## src/rtl/ov5640_cfg_pkg.sv

```systemverilog
// Shared state encoding and table-field constants for the OV5640 configuration sequencer.
// Defining CFG_READBACK_EN adds the verify states used by the readback build.
package ov5640_cfg_pkg;

    typedef enum logic [3:0] {
        ST_IDLE,
        ST_FETCH,
        ST_DECODE,
        ST_ISSUE,
        ST_WAIT,
        ST_DELAY,
        ST_DONE,
        ST_ERROR
`ifdef CFG_READBACK_EN
        ,
        ST_VERIFY_ISSUE,
        ST_VERIFY_WAIT
`endif
    } cfg_state_e;

    localparam int REG_ADDR_MSB = 23;
    localparam int REG_ADDR_LSB = 8;
    localparam int REG_VAL_MSB  = 7;
    localparam int REG_VAL_LSB  = 0;

    localparam logic [15:0] DEF_DELAY_MARK = 16'hFFFF;
    localparam int          DEF_CLK_PER_MS = 50000;

endpackage

```

## src/rtl/cfg_ms_timer.sv

```systemverilog
// Loadable millisecond countdown: after load with ms>0 it pulses done in the
// last cycle of exactly ms*CLK_PER_MS cycles. clr abandons a running count.
module cfg_ms_timer
    import ov5640_cfg_pkg::*;
#(
    parameter int CLK_PER_MS = DEF_CLK_PER_MS
) (
    input  logic       clk_50M,
    input  logic       reset_n,
    input  logic       load,
    input  logic       clr,
    input  logic [7:0] ms,
    output logic       done
);

    localparam logic [15:0] CYC_LAST = 16'(CLK_PER_MS - 1);

    logic [15:0] cyc_cnt;
    logic [7:0]  ms_cnt;
    logic        active;

    assign done = active && (cyc_cnt == CYC_LAST) && (ms_cnt == 8'd1);

    always_ff @(posedge clk_50M) begin
        if (!reset_n || clr) begin
            active  <= 1'b0;
            cyc_cnt <= '0;
            ms_cnt  <= '0;
        end else if (load) begin
            active  <= (ms != 8'd0);
            cyc_cnt <= '0;
            ms_cnt  <= ms;
        end else if (active) begin
            if (cyc_cnt == CYC_LAST) begin
                cyc_cnt <= '0;
                ms_cnt  <= ms_cnt - 8'd1;
                if (ms_cnt == 8'd1) active <= 1'b0;
            end else begin
                cyc_cnt <= cyc_cnt + 16'd1;
            end
        end
    end

endmodule

```

## src/rtl/ov5640_cfg_sequencer.sv

```systemverilog
// Walks the OV5640 register table and issues one SCCB write per entry, with inline
// ms delays, NACK retry and done/error status. CFG_READBACK_EN adds a verify read per write.
module ov5640_cfg_sequencer
    import ov5640_cfg_pkg::*;
#(
    parameter int          TBL_AW     = 8,
    parameter int          TBL_LEN    = 200,
    parameter int          RETRY_MAX  = 3,
    parameter int          CLK_PER_MS = DEF_CLK_PER_MS,
    parameter logic [15:0] DELAY_MARK = DEF_DELAY_MARK
) (
    input  logic              clk_50M,
    input  logic              reset_n,
    input  logic              initial_en,
    input  logic              cfg_restart,
    output logic [TBL_AW-1:0] tbl_addr,
    input  logic [23:0]       tbl_data,
    output logic              sccb_req,
    output logic [15:0]       sccb_addr,
    output logic [7:0]        sccb_wdata,
    input  logic              sccb_ack,
    input  logic              sccb_done,
    input  logic              sccb_nack,
    output logic              sccb_rd,
    input  logic [7:0]        sccb_rdata,
    output logic              cfg_busy,
    output logic              cfg_done,
    output logic              cfg_error,
    output logic [TBL_AW-1:0] err_index
);

    localparam int RW = (RETRY_MAX < 1) ? 1 : $clog2(RETRY_MAX + 1);

    cfg_state_e        state;
    logic [TBL_AW-1:0] idx;
    logic [RW-1:0]     retry;
    logic              drop_pend;
    logic              tmr_done;

    wire [15:0] dec_addr  = tbl_data[REG_ADDR_MSB:REG_ADDR_LSB];
    wire [7:0]  dec_val   = tbl_data[REG_VAL_MSB:REG_VAL_LSB];
    wire        dec_delay = (dec_addr == DELAY_MARK);
    wire        is_last   = (idx == TBL_AW'(TBL_LEN - 1));
    wire        can_retry = (retry < RW'(RETRY_MAX));

    // The next-entry step is folded into the WAIT/DELAY exits so cfg_done
    // follows the final sccb_done by a single cycle.
    wire cfg_state_e        adv_state = is_last ? ST_DONE : ST_FETCH;
    wire [TBL_AW-1:0]       adv_idx   = is_last ? idx : idx + TBL_AW'(1);

    assign tbl_addr = idx;
    assign cfg_busy = !(state == ST_IDLE || state == ST_DONE || state == ST_ERROR);

    cfg_ms_timer #(.CLK_PER_MS(CLK_PER_MS)) u_ms_timer (
        .clk_50M (clk_50M),
        .reset_n (reset_n),
        .load    (state == ST_DECODE && dec_delay),
        .clr     (!initial_en),
        .ms      (dec_val),
        .done    (tmr_done)
    );

`ifdef CFG_READBACK_EN
    logic rd_q;
    assign sccb_rd = rd_q;
    wire in_wait = (state == ST_WAIT) || (state == ST_VERIFY_WAIT);
`else
    logic unused_rdata;
    assign sccb_rd      = 1'b0;
    assign unused_rdata = ^sccb_rdata;
    wire in_wait = (state == ST_WAIT);
`endif

    always_ff @(posedge clk_50M) begin
        if (!reset_n) begin
            state      <= ST_IDLE;
            idx        <= '0;
            retry      <= '0;
            drop_pend  <= 1'b0;
            sccb_req   <= 1'b0;
            sccb_addr  <= '0;
            sccb_wdata <= '0;
            cfg_done   <= 1'b0;
            cfg_error  <= 1'b0;
            err_index  <= '0;
`ifdef CFG_READBACK_EN
            rd_q       <= 1'b0;
`endif
        end else if ((!initial_en && !in_wait) ||
                     (in_wait && sccb_done && (drop_pend || !initial_en))) begin
            // Sensor lost power: abandon the walk, except that a transaction
            // already accepted by the master is allowed to complete first.
            state     <= ST_IDLE;
            idx       <= '0;
            retry     <= '0;
            drop_pend <= 1'b0;
            sccb_req  <= 1'b0;
            cfg_done  <= 1'b0;
            cfg_error <= 1'b0;
            err_index <= '0;
`ifdef CFG_READBACK_EN
            rd_q      <= 1'b0;
`endif
        end else begin
            if (in_wait && !initial_en) drop_pend <= 1'b1;
            case (state)
                ST_IDLE: begin
                    state <= ST_FETCH;
                    idx   <= '0;
                    retry <= '0;
                end
                ST_FETCH: state <= ST_DECODE;
                ST_DECODE: begin
                    if (dec_delay) begin
                        if (dec_val == 8'd0) begin
                            state    <= adv_state;
                            idx      <= adv_idx;
                            retry    <= '0;
                            cfg_done <= is_last;
                        end else begin
                            state <= ST_DELAY;
                        end
                    end else begin
                        sccb_addr  <= dec_addr;
                        sccb_wdata <= dec_val;
                        sccb_req   <= 1'b1;
                        state      <= ST_ISSUE;
                    end
                end
                ST_ISSUE: if (sccb_ack) begin
                    sccb_req <= 1'b0;
                    state    <= ST_WAIT;
                end
                ST_WAIT: if (sccb_done) begin
                    if (!sccb_nack) begin
`ifdef CFG_READBACK_EN
                        sccb_req <= 1'b1;
                        rd_q     <= 1'b1;
                        state    <= ST_VERIFY_ISSUE;
`else
                        state    <= adv_state;
                        idx      <= adv_idx;
                        retry    <= '0;
                        cfg_done <= is_last;
`endif
                    end else if (can_retry) begin
                        retry    <= retry + RW'(1);
                        sccb_req <= 1'b1;
                        state    <= ST_ISSUE;
                    end else begin
                        cfg_error <= 1'b1;
                        err_index <= idx;
                        state     <= ST_ERROR;
                    end
                end
`ifdef CFG_READBACK_EN
                ST_VERIFY_ISSUE: if (sccb_ack) begin
                    sccb_req <= 1'b0;
                    rd_q     <= 1'b0;
                    state    <= ST_VERIFY_WAIT;
                end
                ST_VERIFY_WAIT: if (sccb_done) begin
                    if (!sccb_nack && sccb_rdata == sccb_wdata) begin
                        state    <= adv_state;
                        idx      <= adv_idx;
                        retry    <= '0;
                        cfg_done <= is_last;
                    end else if (can_retry) begin
                        retry    <= retry + RW'(1);
                        sccb_req <= 1'b1;
                        state    <= ST_ISSUE;
                    end else begin
                        cfg_error <= 1'b1;
                        err_index <= idx;
                        state     <= ST_ERROR;
                    end
                end
`endif
                ST_DELAY: if (tmr_done) begin
                    state    <= adv_state;
                    idx      <= adv_idx;
                    retry    <= '0;
                    cfg_done <= is_last;
                end
                ST_DONE, ST_ERROR: if (cfg_restart) begin
                    cfg_done  <= 1'b0;
                    cfg_error <= 1'b0;
                    err_index <= '0;
                    idx       <= '0;
                    retry     <= '0;
                    state     <= ST_FETCH;
                end
                default: state <= ST_IDLE;
            endcase
        end
    end

endmodule

```

## config.mk

```make
export PLATFORM = sky130hd
export DESIGN_NAME = ov5640_cfg_sequencer
export DESIGN_NICKNAME = d
export VERILOG_FILES = /design/src/rtl/ov5640_cfg_pkg.sv /design/src/rtl/cfg_ms_timer.sv /design/src/rtl/ov5640_cfg_sequencer.sv
export SDC_FILE = /design/constraint.sdc
export NUM_CORES = 1
export LEC_CHECK = 0
export BUFFER_PORTS_ARGS = -buffer_cell sky130_fd_sc_hd__buf_2
export CAP_MARGIN = 10
export CORE_UTILIZATION = 47
export DETAILED_ROUTE_END_ITERATION = 12
export PLACE_DENSITY = 0.7
export SLEW_MARGIN = 15
export SYNTH_ARGS = -nofsm -noshare
export SYNTH_HDL_FRONTEND = slang
export SYNTH_SLANG_ARGS = --single-unit
export TNS_END_PERCENT = 100
```

## constraint.sdc

```tcl
create_clock -name clk_50M -period 2.95 [get_ports clk_50M]
set_input_delay 0.7375 -clock clk_50M [delete_from_list [all_inputs] [get_ports clk_50M]]
set_output_delay 0.7375 -clock clk_50M [all_outputs]
set_load 0.005 [all_outputs]
```

* Word level (Yosys, flattened, before mapping)
Cells that the tools add are included.
** Storage, ports and cells
- Flip-flop bits (word level) :: 75
- Input bits :: 39
- Output and inout port bits :: 45
- Logic and storage cells :: 135
** Cells by class
- Add/sub/neg operators :: 4
- $lt $le $gt $ge :: 1
- Equality and inequality tests :: 23
- Muxes and demuxes :: 55
- Bitwise operators :: 3
- Reduce and logical (&&, ||, !) cells :: 36
** Operators with widths (number)
- 2-to-1 mux 8 bit :: 13
- case mux 8 bit (5 select lines) :: 1
- == test 16 bit (second input constant) :: 2
- case mux 4 bit (7 select lines) :: 1
- AND reduction 7 bit :: 3
- 2-to-1 mux 4 bit :: 5
- inequality test 2 bit (second input constant) :: 10
- 2-to-1 mux 1 bit :: 18
- adder 16 x 1 -> 16 bit (second input constant) :: 1
- == test 4 x 3 -> 1 bit (second input constant) :: 4
- 2-to-1 mux 16 bit :: 1
- case mux 8 bit (2 select lines) :: 1
- 2-to-1 mux 2 bit :: 7
- 2-to-1 mux 3 bit :: 4
- case mux 2 bit (5 select lines) :: 1
- adder 8 x 1 -> 8 bit (second input constant) :: 1
- == test 4 x 2 -> 1 bit (second input constant) :: 2
- == test 8 x 1 -> 1 bit (second input constant) :: 1
- == test 8 bit (second input constant) :: 1
- zero test 8 bit :: 1
- nonzero test 8 bit :: 1
- subtractor 8 x 1 -> 8 bit (second input constant) :: 1
- logical AND 1 bit :: 7
- AND reduction 6 bit :: 1
- 21 further kinds :: 34

* Longest topological paths before layout
- Depth in word-level cells :: 6
- Depth in mapped cells :: 8
- Mapped depth without buffers :: 6

* Cells and area by module
From an unflattened synthesis, not the netlist that was laid out.
** Second synthesis, totals
- Cell total of the unflattened synthesis :: 421
- Area, all modules :: 3814.9 um^2
** By module, submodules not included
- ov5640_cfg_sequencer :: instances 1, cells each 264, area an instance 2466.1 um^2, seq. area each 980.9 um^2
- cfg_ms_timer :: instances 1, cells each 157, area an instance 1348.8 um^2, seq. area each 500.5 um^2

* Least setup slack after synthesis
Ideal clock, no wire load.
- Path kind :: input -> register
- From :: input tbl_data[22]
- To :: register idx[3], in the netlist tbl_addr[3]
- Setup time :: 96 ps
- Data arrival time :: 2644 ps
- Required time :: 2854 ps
- Path slack :: 210 ps
- Cell stages on the path :: 7
- Buffers on the path :: 2
- Cell sequence :: nand4_1 -> or4_1 -> buf_2 -> o31a_1 -> or4_4 -> buf_6 -> o41ai_2
** On the way
- Cells in the longest elaborated chain, start to end :: 3
** Ends and longest elaborated chain
- start, declared :: RTL line ov5640_cfg_sequencer.sv:17 : input logic [23:0] tbl_data,
- == test 16 bit :: RTL line ov5640_cfg_sequencer.sv:42 : wire dec_delay = (dec_addr == DELAY_MARK);
- inequality test 2 bit (no source line)
- AND reduction 7 bit (no source line)
- end signal, assigned :: RTL line ov5640_cfg_sequencer.sv:117 : idx <= adv_idx;
- end signal, assigned :: RTL line ov5640_cfg_sequencer.sv:142 : idx <= adv_idx;
- end signal, assigned :: RTL line ov5640_cfg_sequencer.sv:181 : idx <= adv_idx;
- end, declared :: RTL line ov5640_cfg_sequencer.sv:35 : logic [TBL_AW-1:0] idx;
Every way passes these cells.
A chain may end at the register's enable or synchronous reset.

* Final worst setup path
- From :: input tbl_data[20]
- To :: register idx[3], in the netlist tbl_addr[3]
The elaborated chain is that of the path after synthesis.

==> metrics.csv <==
metric;value;unit
status;finished, final reports clean;
area grow syn2layout;19.4;%
WL final;8670;um
I/O pin count;84;
DRT Pass-1 Iters;5;
Clock transition at path regs;90;ps
Final Hold Fails;0;
Ys Warns;0;
startpoint types;input pin;
CTS tree;built;
Post-DP Area;4080;um2
DRT iter0 DRCs;183;
syn_area_per_cell;8.08;um2
worst skew pair latency;360;ps
clock share of power;44.2;%
clk sinks;74;
DR top layer;met4;
Final Cycle Share;83.5;%
Yosys reg bits;74;
Overall Global Routing Usage;22.2;%
CP cell instances;buf_2 -> nand4_1 -> or4_1 -> o31a_1 -> or4_4 -> o41ai_2;
switching pwr;0.481;mW
WL per Instance;14.0;um
Max clock buf depth;2;
# Post-CTS Setup Buffers;0;
Fill cells;693;
critical path class;input pin to flip-flop;
Adder-Cell Fraction of Synth Area;1.74;%
CP max stage cell;or4_4;
Worst path max stage delay;590;ps
CP required;3210;ps
max cap viols;0;
Gate power share;5.5;%
Vias per Instance;5.48;
vias in the first global route;2972;
post_cts resized;0;
RSZ-0062 raised after global routing;no;
pin count of the biggest net entering global routing;26;
largest family of logic cells by synthesized area;simple AND/OR/NAND/NOR gates;
P_leak;1.71;nW
Die Wd;89.6;um
post-route cell area;4300;um2
Die Ht;89.6;um
Met2 Wirelength;3980;um
slew at the pin closest to its max-slew limit;783;ps
Seq/Total Area, Yosys;41.1;%
CP Capture Type;flip-flop;
met3 WL;525;um
final setup fails;0;
Initial Utilization;49.2;%
Routed met1 length;4050;um
Mapped Cells;446;
DRT antenna net count;0;
Crit Path Max Fanout;7;
async set or reset register ratio after synthesis;0;%
total CTS buffers;9;
sw frac;23.9;%
# hold bufs at CTS;0;
TNS Setup;0;ps
Post-Synth Simple-Gate Area;29.4;%
Yosys cell types;53;
ys flop type;dfxtp_1;
n_diodes;0;
Layout Skew;11.9;ps
Cell Area, Synth;3600;um2
HPWL Detailed;6160;um
DR DRC count;0;
Layout Nets;560;
CTS H-tree depth;3;
Vias;3395;
Hold Slack;457;ps
Rel. slew slack;47.8;%
gp weighted congestion;0.885;
Pwr Density;468;nW/um2
Slew Viols, Final;0;
port buffer count;74;
VDD IR-drop max;0.248;mV
Flop pwr share;50.3;%
Critical Path AT;2720;ps
Row Count;31;
multiplexer share of the synthesized area;3.05;%
f_max;0.406;GHz
global route overflow;0;
antenna violations before repair;0;
Min-Delay Path Class;flip-flop to flip-flop;
die area;8020;um2
CORE AREA;7330;um2
Period minus WS final;2460;ps
Pint;1.53;mW
Synth Area in XOR/XNOR;5.10;%
root buffer cell;clkbuf_8;
Synth Area in Compound Gates;15.5;%
proportion of layout cells with a drive suffix above 1;20.7;%
first-pass GRT wire length;13700;um
Post-Synthesis Net Count;490;
number of synthesized flops with an enable pin;0;
-- layout by cell type, fill, tap and decap left out, types with 3 or more instances in the layout --
cell type / n
a31oi_1: 4
and4_1: 3
o21ai_0: 12
nor4b_1: 3
clkbuf_8: 9
o311ai_0: 5
nand2_1: 74
nor3_1: 3
nand4b_1: 3
xnor2_1: 6
buf_4: 13
a21oi_1: 32
buf_2: 74
ha_1: 5
nor2b_1: 8
nand2b_1: 6
o22ai_1: 4
and2_1: 8
nor2_1: 53
nand3_1: 11
dfxtp_1: 74
a211oi_1: 8
nand4_1: 11
and3_1: 6
inv_1: 6
nand3b_1: 7
a2bb2oi_1: 3
or4_1: 3
nor4_1: 9
xor2_1: 15
mux2i_1: 11
-- power groups by stage --
stage | logic, mW | registers [mW] | clock network, mW
4_1_cts | 0.109 | 1.01 | 0.912
5_1_grt | 0.123 | 1.01 | 0.947
6_report | 0.110 | 1.01 | 0.890
3_5_place_dp | 0.109 | 1.04 | 0
2_1_floorplan | 0.0624 | 1.03 | 0
3_3_place_gp | 0.108 | 1.04 | 0
-- state kept, by name (all words and copies together) (netlist names) --
| register | cells |
|---|---|
| sccb_addr | 16 |
| u_ms_timer.active | 1 |
| cfg_done | 1 |
| sccb_wdata | 8 |
| cfg_error | 1 |
| state | 3 |
| drop_pend | 1 |
| sccb_req | 1 |
| u_ms_timer.cyc_cnt | 16 |
| tbl_addr | 8 |
| u_ms_timer.ms_cnt | 8 |
| err_index | 8 |
| retry | 2 |
-- final cells by class --
| class | instances | area [um2] | area share [%] |
|---|---|---|---|
| Clock buffer | 9 | 124 | 2.88 |
| Clock inverter | 7 | 101 | 2.36 |
| Inverter | 7 | 26.3 | 0.611 |
| Multi-Input combinational cell | 337 | 1980 | 46.0 |
| Sequential cell | 74 | 1480 | 34.4 |
| Tap cell | 99 | 124 | 2.88 |
| Timing Repair Buffer | 87 | 468 | 10.9 |
-- cells in the mapped netlist (all sizes together) (4+ instances only) --
| cell type | number | share of area [%] |
|---|---|---|
| xor2 | 15 | 3.6 |
| o311ai | 5 | 1.2 |
| mux2i | 11 | 3.1 |
| nand2b | 6 | 1.0 |
| xnor2 | 6 | 1.5 |
| nand3 | 11 | 1.5 |
| buf | 6 | 1.0 |
| a211oi | 8 | 1.7 |
| ha | 5 | 1.7 |
| or4 | 4 | 0.94 |
| nor2b | 8 | 1.4 |
| and2 | 8 | 1.4 |
| and3 | 6 | 1.0 |
| a21oi | 32 | 4.4 |
| nor2 | 53 | 5.5 |
| dfxtp | 74 | 41 |
| nand4 | 11 | 1.9 |
| nor4 | 9 | 1.6 |
| nand2 | 74 | 7.7 |
| o21ai | 12 | 1.7 |
| inv | 6 | 0.62 |
| nand3b | 7 | 1.5 |
| clkbuf | 22 | 2.3 |
| o22ai | 4 | 0.69 |
| a31oi | 4 | 0.69 |
-- worst max-delay path, delay by kind of cell --
family | cells | cell delay, ps
buf+inv | 1 | 90
compound gates | 2 | 620
simple gates | 3 | 1260
-- metal layers --
metal	global-route usage (%)	vias up
li1	-	1717
met2	34.2	110
met1	29.0	1556
met5	0	-
met3	6.03	12
met4	9.81	0
-- logic make-up after synthesis --
group / count (synthesis)
fa+ha+maj: 5
compound gates: 85
other cells: 1
mux: 11
xor+xnor: 21
flops: 74
simple gates: 214
buf+inv: 35
-- through the flow --
step,std cells,setup WS (ps),power [mW],utilization [%]
6_report,620,485,2.01,58.7
5_1_grt,620,269,2.08,58.7
4_1_cts,620,498,2.03,58.7
3_5_place_dp,604,127,1.14,55.6
3_3_place_gp,604,158,1.14,55.6
2_1_floorplan,446,210,1.09,-
-- worst paths after layout --
check / slack (ps) / endpoint / from / depth (start not counted)
setup / recovery: 490 / tbl_addr[3]$_SDFFE_PP0P_ / tbl_data[20] / 6
hold / removal: 460 / sccb_wdata[1]$_SDFFE_PN0P_ / sccb_wdata[1]$_SDFFE_PN0P_ / 2
setup reg to reg: 540 / tbl_addr[3]$_SDFFE_PP0P_ / u_ms_timer.cyc_cnt[0]$_SDFFE_PP0P_ / 6
hold reg to reg: 460 / sccb_wdata[1]$_SDFFE_PN0P_ / sccb_wdata[1]$_SDFFE_PN0P_ / 2
Note: power is estimated with default switching activity, not from simulation.
